<file path="config.mk">
export PLATFORM = sky130hd
export DESIGN_NAME = conv_engine
export DESIGN_NICKNAME = d
export VERILOG_FILES = /design/src/rtl/conv_engine.sv
export SDC_FILE = /design/constraint.sdc
export NUM_CORES = 1
export LEC_CHECK = 0
export ABC_CLOCK_PERIOD_IN_PS = 12600
export CAP_MARGIN = 20
export CORE_UTILIZATION = 55
export DETAILED_ROUTE_END_ITERATION = 6
export PLACE_DENSITY = 0.72
export SETUP_SLACK_MARGIN = 0.1
export SYNTH_ARGS = -nofsm -noshare
export SYNTH_HDL_FRONTEND = slang
export SYNTH_SLANG_ARGS = --single-unit
</file>
<file path="constraint.sdc">
create_clock -name clk -period 12.6 [get_ports clk]
set_input_delay 2.52 -clock clk [delete_from_list [all_inputs] [get_ports clk]]
set_output_delay 2.52 -clock clk [all_outputs]
set_load 0.005 [all_outputs]
</file>
<file path="src/rtl/conv_engine.sv">
// Multi-filter 1-D convolution engine: streamed tap/sample load,
// one MAC per cycle, valid/ready result port.
module conv_engine #(
  parameter int NUM_FILTERS = 3,
  parameter int K           = 4,
  parameter int N           = 16,
  parameter int DW          = 8,
  parameter int STRIDE      = 1,
  parameter int ACC_W       = 2*DW+$clog2(K)
) (
  input  logic                    clk,
  input  logic                    rst,
  input  logic                    start,
  input  logic                    keep_filters,
  input  logic                    relu_en,
  output logic                    busy,
  output logic                    done,
  input  logic                    ld_valid,
  output logic                    ld_ready,
  input  logic [DW-1:0]           ld_data,
  output logic                    out_valid,
  input  logic                    out_ready,
  output logic signed [ACC_W-1:0] out_data,
  output logic [$clog2(NUM_FILTERS>1 ? NUM_FILTERS : 2)-1:0] out_filter,
  output logic [$clog2(((N-K)/STRIDE+1)>1 ? ((N-K)/STRIDE+1) : 2)-1:0] out_pos
);

  localparam int M  = (N-K)/STRIDE+1;
  localparam int NT = NUM_FILTERS*K;
  localparam int FW = $clog2(NUM_FILTERS>1 ? NUM_FILTERS : 2);
  localparam int PW = $clog2(M>1 ? M : 2);
  localparam int KW = $clog2(K>1 ? K : 2);
  localparam int IW = $clog2(N>1 ? N : 2);
  localparam int TW = $clog2(NT>1 ? NT : 2);
  localparam int CW = $clog2((NT>N ? NT : N)+1);

  typedef enum logic [2:0] {
    IDLE, LOAD_F, LOAD_I, MAC, OUT, DONE
  } state_t;

  state_t state;

  logic signed [DW-1:0]    filt [NT];
  logic signed [DW-1:0]    img  [N];
  logic [CW-1:0]           lcnt;
  logic [KW-1:0]           t;
  logic [FW-1:0]           f;
  logic [PW-1:0]           p;
  logic [IW-1:0]           base;
  logic                    relu;
  logic signed [ACC_W-1:0] acc;
  logic signed [ACC_W-1:0] acc_next;
  logic signed [2*DW-1:0]  prod;
  logic [IW-1:0]           img_idx;
  logic [TW-1:0]           tap_idx;
  logic                    beat;

  assign ld_ready = (state == LOAD_F) || (state == LOAD_I);
  assign busy     = (state != IDLE);
  assign beat     = ld_valid && ld_ready;

  always_comb begin
    img_idx  = base + IW'(t);
    tap_idx  = TW'(f) * TW'(K) + TW'(t);
    prod     = img[img_idx] * filt[tap_idx];
    acc_next = acc + ACC_W'(prod);
  end

  // Buffers carry no reset so stored taps survive a reset for reuse.
  always_ff @(posedge clk) begin
    if (beat) begin
      if (state == LOAD_F) filt[lcnt[TW-1:0]] <= ld_data;
      else                 img[lcnt[IW-1:0]]  <= ld_data;
    end
  end

  always_ff @(posedge clk or posedge rst) begin
    if (rst) begin
      state      <= IDLE;
      done       <= 1'b0;
      out_valid  <= 1'b0;
      out_data   <= '0;
      out_filter <= '0;
      out_pos    <= '0;
      lcnt       <= '0;
      t          <= '0;
      f          <= '0;
      p          <= '0;
      base       <= '0;
      relu       <= 1'b0;
      acc        <= '0;
    end else begin
      done <= 1'b0;
      unique case (state)
        IDLE: begin
          if (start) begin
            relu  <= relu_en;
            lcnt  <= '0;
            state <= keep_filters ? LOAD_I : LOAD_F;
          end
        end
        LOAD_F: begin
          if (beat) begin
            if (lcnt == CW'(NT-1)) begin
              lcnt  <= '0;
              state <= LOAD_I;
            end else begin
              lcnt <= lcnt + 1'b1;
            end
          end
        end
        LOAD_I: begin
          if (beat) begin
            if (lcnt == CW'(N-1)) begin
              lcnt  <= '0;
              acc   <= '0;
              t     <= '0;
              f     <= '0;
              p     <= '0;
              base  <= '0;
              state <= MAC;
            end else begin
              lcnt <= lcnt + 1'b1;
            end
          end
        end
        MAC: begin
          if (t == KW'(K-1)) begin
            out_data   <= (relu && acc_next[ACC_W-1]) ? '0 : acc_next;
            out_filter <= f;
            out_pos    <= p;
            out_valid  <= 1'b1;
            state      <= OUT;
          end else begin
            acc <= acc_next;
            t   <= t + 1'b1;
          end
        end
        OUT: begin
          if (out_ready) begin
            out_valid <= 1'b0;
            acc       <= '0;
            t         <= '0;
            if (f != FW'(NUM_FILTERS-1)) begin
              f     <= f + 1'b1;
              state <= MAC;
            end else if (p != PW'(M-1)) begin
              f     <= '0;
              p     <= p + 1'b1;
              base  <= base + IW'(STRIDE);
              state <= MAC;
            end else begin
              done  <= 1'b1;
              state <= DONE;
            end
          end
        end
        DONE: state <= IDLE;
        default: state <= IDLE;
      endcase
    end
  end

endmodule

</file>
=== Word level (Yosys, flattened, before mapping) ===
Memory sizes are Yosys's and may differ from the RTL's.
Cells that the tools add are included.

* Input bits: 15
* Output and inout bits: 28
* Register bits after elaboration: 65
* Word-level logic and storage cells: 116
* Memories kept: 2
* Bits in writable memories: 224

{| class="wikitable"
|+ Memories
! name !! words !! width !! read ports !! clocked after Yosys merged registers in !! write ports !! RTL line !! text
|-
| img || 16 || 8 || 1 || 0 || 1 || 44 || <nowiki>logic signed [DW-1:0] img [N];</nowiki>
|-
| filt || 12 || 8 || 1 || 0 || 1 || 43 || <nowiki>logic signed [DW-1:0] filt [NT];</nowiki>
|}

* $mul: 1
* Reduce and logical (&&, ||, !) cells: 17
* Add/subtract/negate cells: 8
* Muxes and demuxes: 55
* Eq/ne operators: 20

{| class="wikitable"
|+ Operators with widths
! operator !! number
|-
| two-way mux 18 bit || 5
|-
| case mux 18 bit (3 select lines) || 1
|-
| two-way mux 4 bit || 8
|-
| two-way mux 3 bit || 9
|-
| two-way mux 5 bit || 5
|-
| adder 18 x 16 -> 18 bit || 1
|-
| inequality test 2 bit, second input constant || 9
|-
| multiplier 8 x 8 -> 16 bit || 1
|-
| two-way mux 2 bit || 8
|-
| case mux 4 bit (2 select lines) || 2
|-
| case mux 3 bit (5 select lines) || 1
|-
| case mux 5 bit (3 select lines) || 1
|-
| two-way mux 1 bit || 12
|-
| == test 5 x 4 -> 1 bit, second input constant || 2
|-
| AND reduction 5 bit || 2
|-
| nonzero test 3 bit || 3
|-
| adder 4 x 1 -> 4 bit, second input constant || 2
|-
| adder 4 x 2 -> 4 bit || 2
|-
| AND reduction 7 bit || 1
|-
| == test 3 x 2 -> 1 bit, second input constant || 2
|-
| case mux 2 bit (3 select lines) || 1
|-
| AND reduction 6 bit || 1
|-
| adder 5 x 1 -> 5 bit, second input constant || 1
|-
| adder 2 x 1 -> 2 bit, second input constant || 2
|-
| other kinds (15) || 19
|}

=== Longest topological paths before layout ===
An unclocked memory read counts as a cell.

* Word-level depth: 6
* Gate-level depth with buffers: 27
* Depth with buffers taken out: 24

=== Least setup slack after synthesis ===
Ideal clock, no wire load.

* Kind: register to register
* From: reg base[0]
* To: reg out_data[13]
* Library setup time: 123 ps
* Clock period less this slack: 7232 ps
* Cell stages (with the launch flop): 24
* Buffers on the path: 2
* Required time: 12477 ps
* Setup slack: 5368 ps
* Arrival time: 7108 ps
* Path through: dfrtp_1 > ha_1 > fa_1 > buf_1 > mux4_2 > mux4_2 > and2_1 > inv_1 > fa_1 > inv_1 > fa_1 > fa_1 > fa_1 > inv_1 > fa_1 > inv_1 > ha_1 > a21o_1 > a21oi_1 > a211o_1 > a21o_1 > a311oi_4 > buf_8 > o21ai_2

* Longest elaborated chain between the ends: 6

{| class="wikitable"
|+ Ends and longest elaborated chain
! element !! RTL line !! text
|-
| from (decl) || 49 || <nowiki>logic [IW-1:0] base;</nowiki>
|-
| from (signal assigned) || 150 || <nowiki>base <= base + IW'(STRIDE);</nowiki>
|-
| adder 4 x 2 -> 4 bit (*) || 63 || <nowiki>img_idx = base + IW'(t);</nowiki>
|-
| memory (16 x 8 bit) (*) || n/a ||
|-
| multiplier 8 x 8 -> 16 bit (*) || 65 || <nowiki>prod = img[img_idx] * filt[tap_idx];</nowiki>
|-
| adder 18 x 16 -> 18 bit (*) || 66 || <nowiki>acc_next = acc + ACC_W'(prod);</nowiki>
|-
| logical AND 1 bit || 129 || <nowiki>out_data <= (relu && acc_next[ACC_W-1]) ? '0 : acc_next;</nowiki>
|-
| two-way mux 18 bit (*) || 129 ||
|-
| to (signal assigned) || 129 ||
|-
| to (decl) || 23 || <nowiki>output logic signed [ACC_W-1:0] out_data,</nowiki>
|}

Mark *: on every way between the ends. The rest lies on a longest branch, timed or not.
A chain may end at the register's enable or synchronous reset.

=== Worst setup path after layout ===
* From: reg t[1]
* To: reg out_data[15]

* Longest elaborated chain between the ends: 6
* Elaborated cells between the ends (all ways): 10
* Those cells by class: 3 x add/sub; 1 x mul; 1 x eq/ne; 1 x mux; 2 x reduce/logical; 2 x memory

{| class="wikitable"
|+ Ends and longest elaborated chain
! element !! RTL line !! text
|-
| from (decl) || 46 || <nowiki>logic [KW-1:0] t;</nowiki>
|-
| from (signal assigned) || 136 || <nowiki>t <= t + 1'b1;</nowiki>
|-
| adder 4 x 2 -> 4 bit, on equally long branches || 63, 64 ||
|-
| memory (16 x 8 bit) / memory (12 x 8 bit) (equally long branches) || n/a ||
|-
| multiplier 8 x 8 -> 16 bit || 65 ||
|-
| adder 18 x 16 -> 18 bit || 66 ||
|-
| logical AND 1 bit || 129 ||
|-
| two-way mux 18 bit || 129 ||
|}

Several ways; a longest one is shown, not always the timed one.

==> impl_metrics.ini <==
[run_status]
outcome = finished, final reports clean

[logic_synthesis]
synth_common_cells = edfxtp_1 (224), inv_1 (117), nand2_1 (112)
synth_ff_type = edfxtp_1
netlist_area_um2 = 15100
yosysUniqueCellTypes = 64
yosysWarnings = 0
ys_seq_area_frac = 0.552
syn-num-nets = 1225
synthTopCellsByArea = edfxtp_1 (44%), fa_1 (11%), dfrtp_1 (11%)
synth_cells = 1075
post-synth-top-area-fraction = 0.444
synth-seq-cells = 289
yosysMostFrequentCell = edfxtp_1
async_flop_share = 0.225
synth_top_area_cell = edfxtp_1
syn_avg_cell_area_um2 = 14.1
synth_edf_count = 224

[clock_tree]
cts_tree = done
hold_buffers = 0
cts_resized = 0
cts_setup_buffers = 0
clock-sinks = 289
clk_pin_slew_ps = 60
clk_path_buf_depth = 3
cts_made_buffers = 29
root_buffer = clkbuf_16
htreeDepth = 1
clk_latency_ps = 580

[drt]
highest_layer = met4
wl_um = 31500
wire_per_inst_um = 21.1
vias = 8584
drtIter0Drc = 706
viasPerCell = 5.75
route.met3.wl_um = 1390
drtAntennaViolNets = 0
drc = 0
drtPass1Iterations = 5
drt-met1-wl_um = 13100
routed-wl-met2_um = 16000

[final_layout]
nNetsFinal = 1279
fin_util = 0.630
area_growth_pct = 12.1
num-fill-cells = 1974
insertedDiodeCount = 0
drive_gt1_frac = 0.137
final_cells = 1492

[timing]
slew_viol_final = 0
tightest_slew_ps = 1100
max_slew_margin = 0.266
layout_min_cycle_time_ps = 8220
hold_viol_final = 0
fmax_mhz = 122
fin_crit_sh = 0.653
skew_ps = 23.5
fin_tns_setup_ps = 0
setup_viol = 0
rsz0062_at_grt = no

[die]
dieArea_um2 = 28200
num_rows = 60
initial_core_util = 0.562
coreArea_um2 = 27000
pin_count = 43
fp.dieW_um = 168
die_y_um = 168

[global_routing]
grt_pass1_wl_um = 49900
antenna_found_initial = 0
grt_max_degree = 66
grt_pass1_vias = 9187
grt_usage = 0.234
overflow = 0

[worst_setup_path]
end_kind = flop
cp-start-kind = flop
crit_fanout = 28
cp_data_required_time_ps = 13020
criticalPathCategory = reg2reg
worst_ep_arrival_time_ps = 8640

[run]
cap_violations = 0

[hold_path]
min_path_type = reg2reg

[placed_design]
dp.cells = 1433
portBuffers = 42
gp_congestion = 0.824
hpwl_um = 21800
[registers in the layout, summed over array words and instances, names as in the netlist]
| name | count |
|---|---|
| base | 4 |
| out_valid | 1 |
| out_data | 18 |
| lcnt | 5 |
| done | 1 |
| out_pos | 4 |
| f | 2 |
| filt | 96 |
| state | 3 |
| acc | 18 |
| p | 4 |
| img | 128 |
| t | 2 |
| relu | 1 |
| out_filter | 2 |
[layout by cell type (no fill, tap or decap), types with 10 or more instances in the layout]
master,synthesis,final
clkdlybuf4s50_1,0,42
and2_1,15,15
dfrtp_1,65,65
fa_1,82,82
xor2_1,10,10
inv_1,117,116
nand2_1,112,112
buf_4,2,12
nand2b_1,24,24
mux4_2,59,59
o21ai_2,11,11
nor2_1,66,66
ha_1,53,52
mux2i_1,13,13
nor2b_1,18,18
o21ai_0,41,41
o31ai_1,18,18
clkbuf_16,0,29
edfxtp_1,224,224
a21oi_1,17,17
[through the flow]
stage | worst slack (ps) | hold WS, ps | area (um^2)
2_1_floorplan | 5370 | 449 | 15100
3_3_place_gp | 4590 | 459 | 15900
3_5_place_dp | 4340 | 465 | 15900
4_1_cts | 4310 | 480 | 16900
5_1_grt | 3900 | 512 | 17000
6_report | 4380 | 478 | 17000
[critical path: stages (launching register included)]
cell and delay [ps]:
dfrtp_1 370, buf_4 260, fa_1 500, xnor2_2 820
mux4_2 500, and2_1 640, inv_1 130, fa_1 510
inv_1 60, fa_1 500, fa_1 500, fa_1 490
inv_1 50, fa_1 500, inv_1 40, ha_1 350
a21o_1 130, a21oi_1 100, a211o_1 320, a21o_1 210
a311oi_4 920, o31ai_1 150
[metal layers]
| metal | global-route usage | vias to the layer above |
|---|---|---|
| met5 | 0 | - |
| met4 | 0.0838 | 0 |
| met3 | 0.0289 | 66 |
| met2 | 0.403 | 224 |
| met1 | 0.308 | 4385 |
| li1 | - | 3909 |
[kinds of logic after synthesis]
logic type | share of synthesized area
fa+ha+maj | 0.152
xor+xnor | 0.0120
simple gates | 0.0812
buf+inv | 0.0414
flops | 0.552
mux | 0.101
compound gates | 0.0608
[final cells by class]
class | instances | area (um^2) | share of cell area
inverter | 117 | 439 | 0.0259
tap | 341 | 427 | 0.0251
sequential | 289 | 8350 | 0.492
timing repair buffer | 60 | 613 | 0.0361
multi-input combinational | 632 | 6170 | 0.364
clock buffer | 34 | 754 | 0.0445
clock inverter | 19 | 209 | 0.0123
[final timing paths]
kind | to | slack (ps) | start | cells after the start
setup / recovery | out_data[15]$_DFFE_PP0P_ | 4380 | t[1]$_DFFE_PP0P_ | 21
hold / removal | out_filter[1]$_DFFE_PP0P_ | 480 | out_filter[1]$_DFFE_PP0P_ | 2
setup reg to reg | out_data[15]$_DFFE_PP0P_ | 4380 | t[1]$_DFFE_PP0P_ | 21
hold reg to reg | out_filter[1]$_DFFE_PP0P_ | 480 | out_filter[1]$_DFFE_PP0P_ | 2
max in group asynchronous | lcnt[2]$_DFFE_PP0P_ | 9520 | rst | 3
min in group asynchronous | out_data[17]$_DFFE_PP0P_ | 2540 | rst | 3
Power is left out: the tool's default activity adds up to more than one toggle a clock period on the data nets, which glitch-free logic cannot reach.
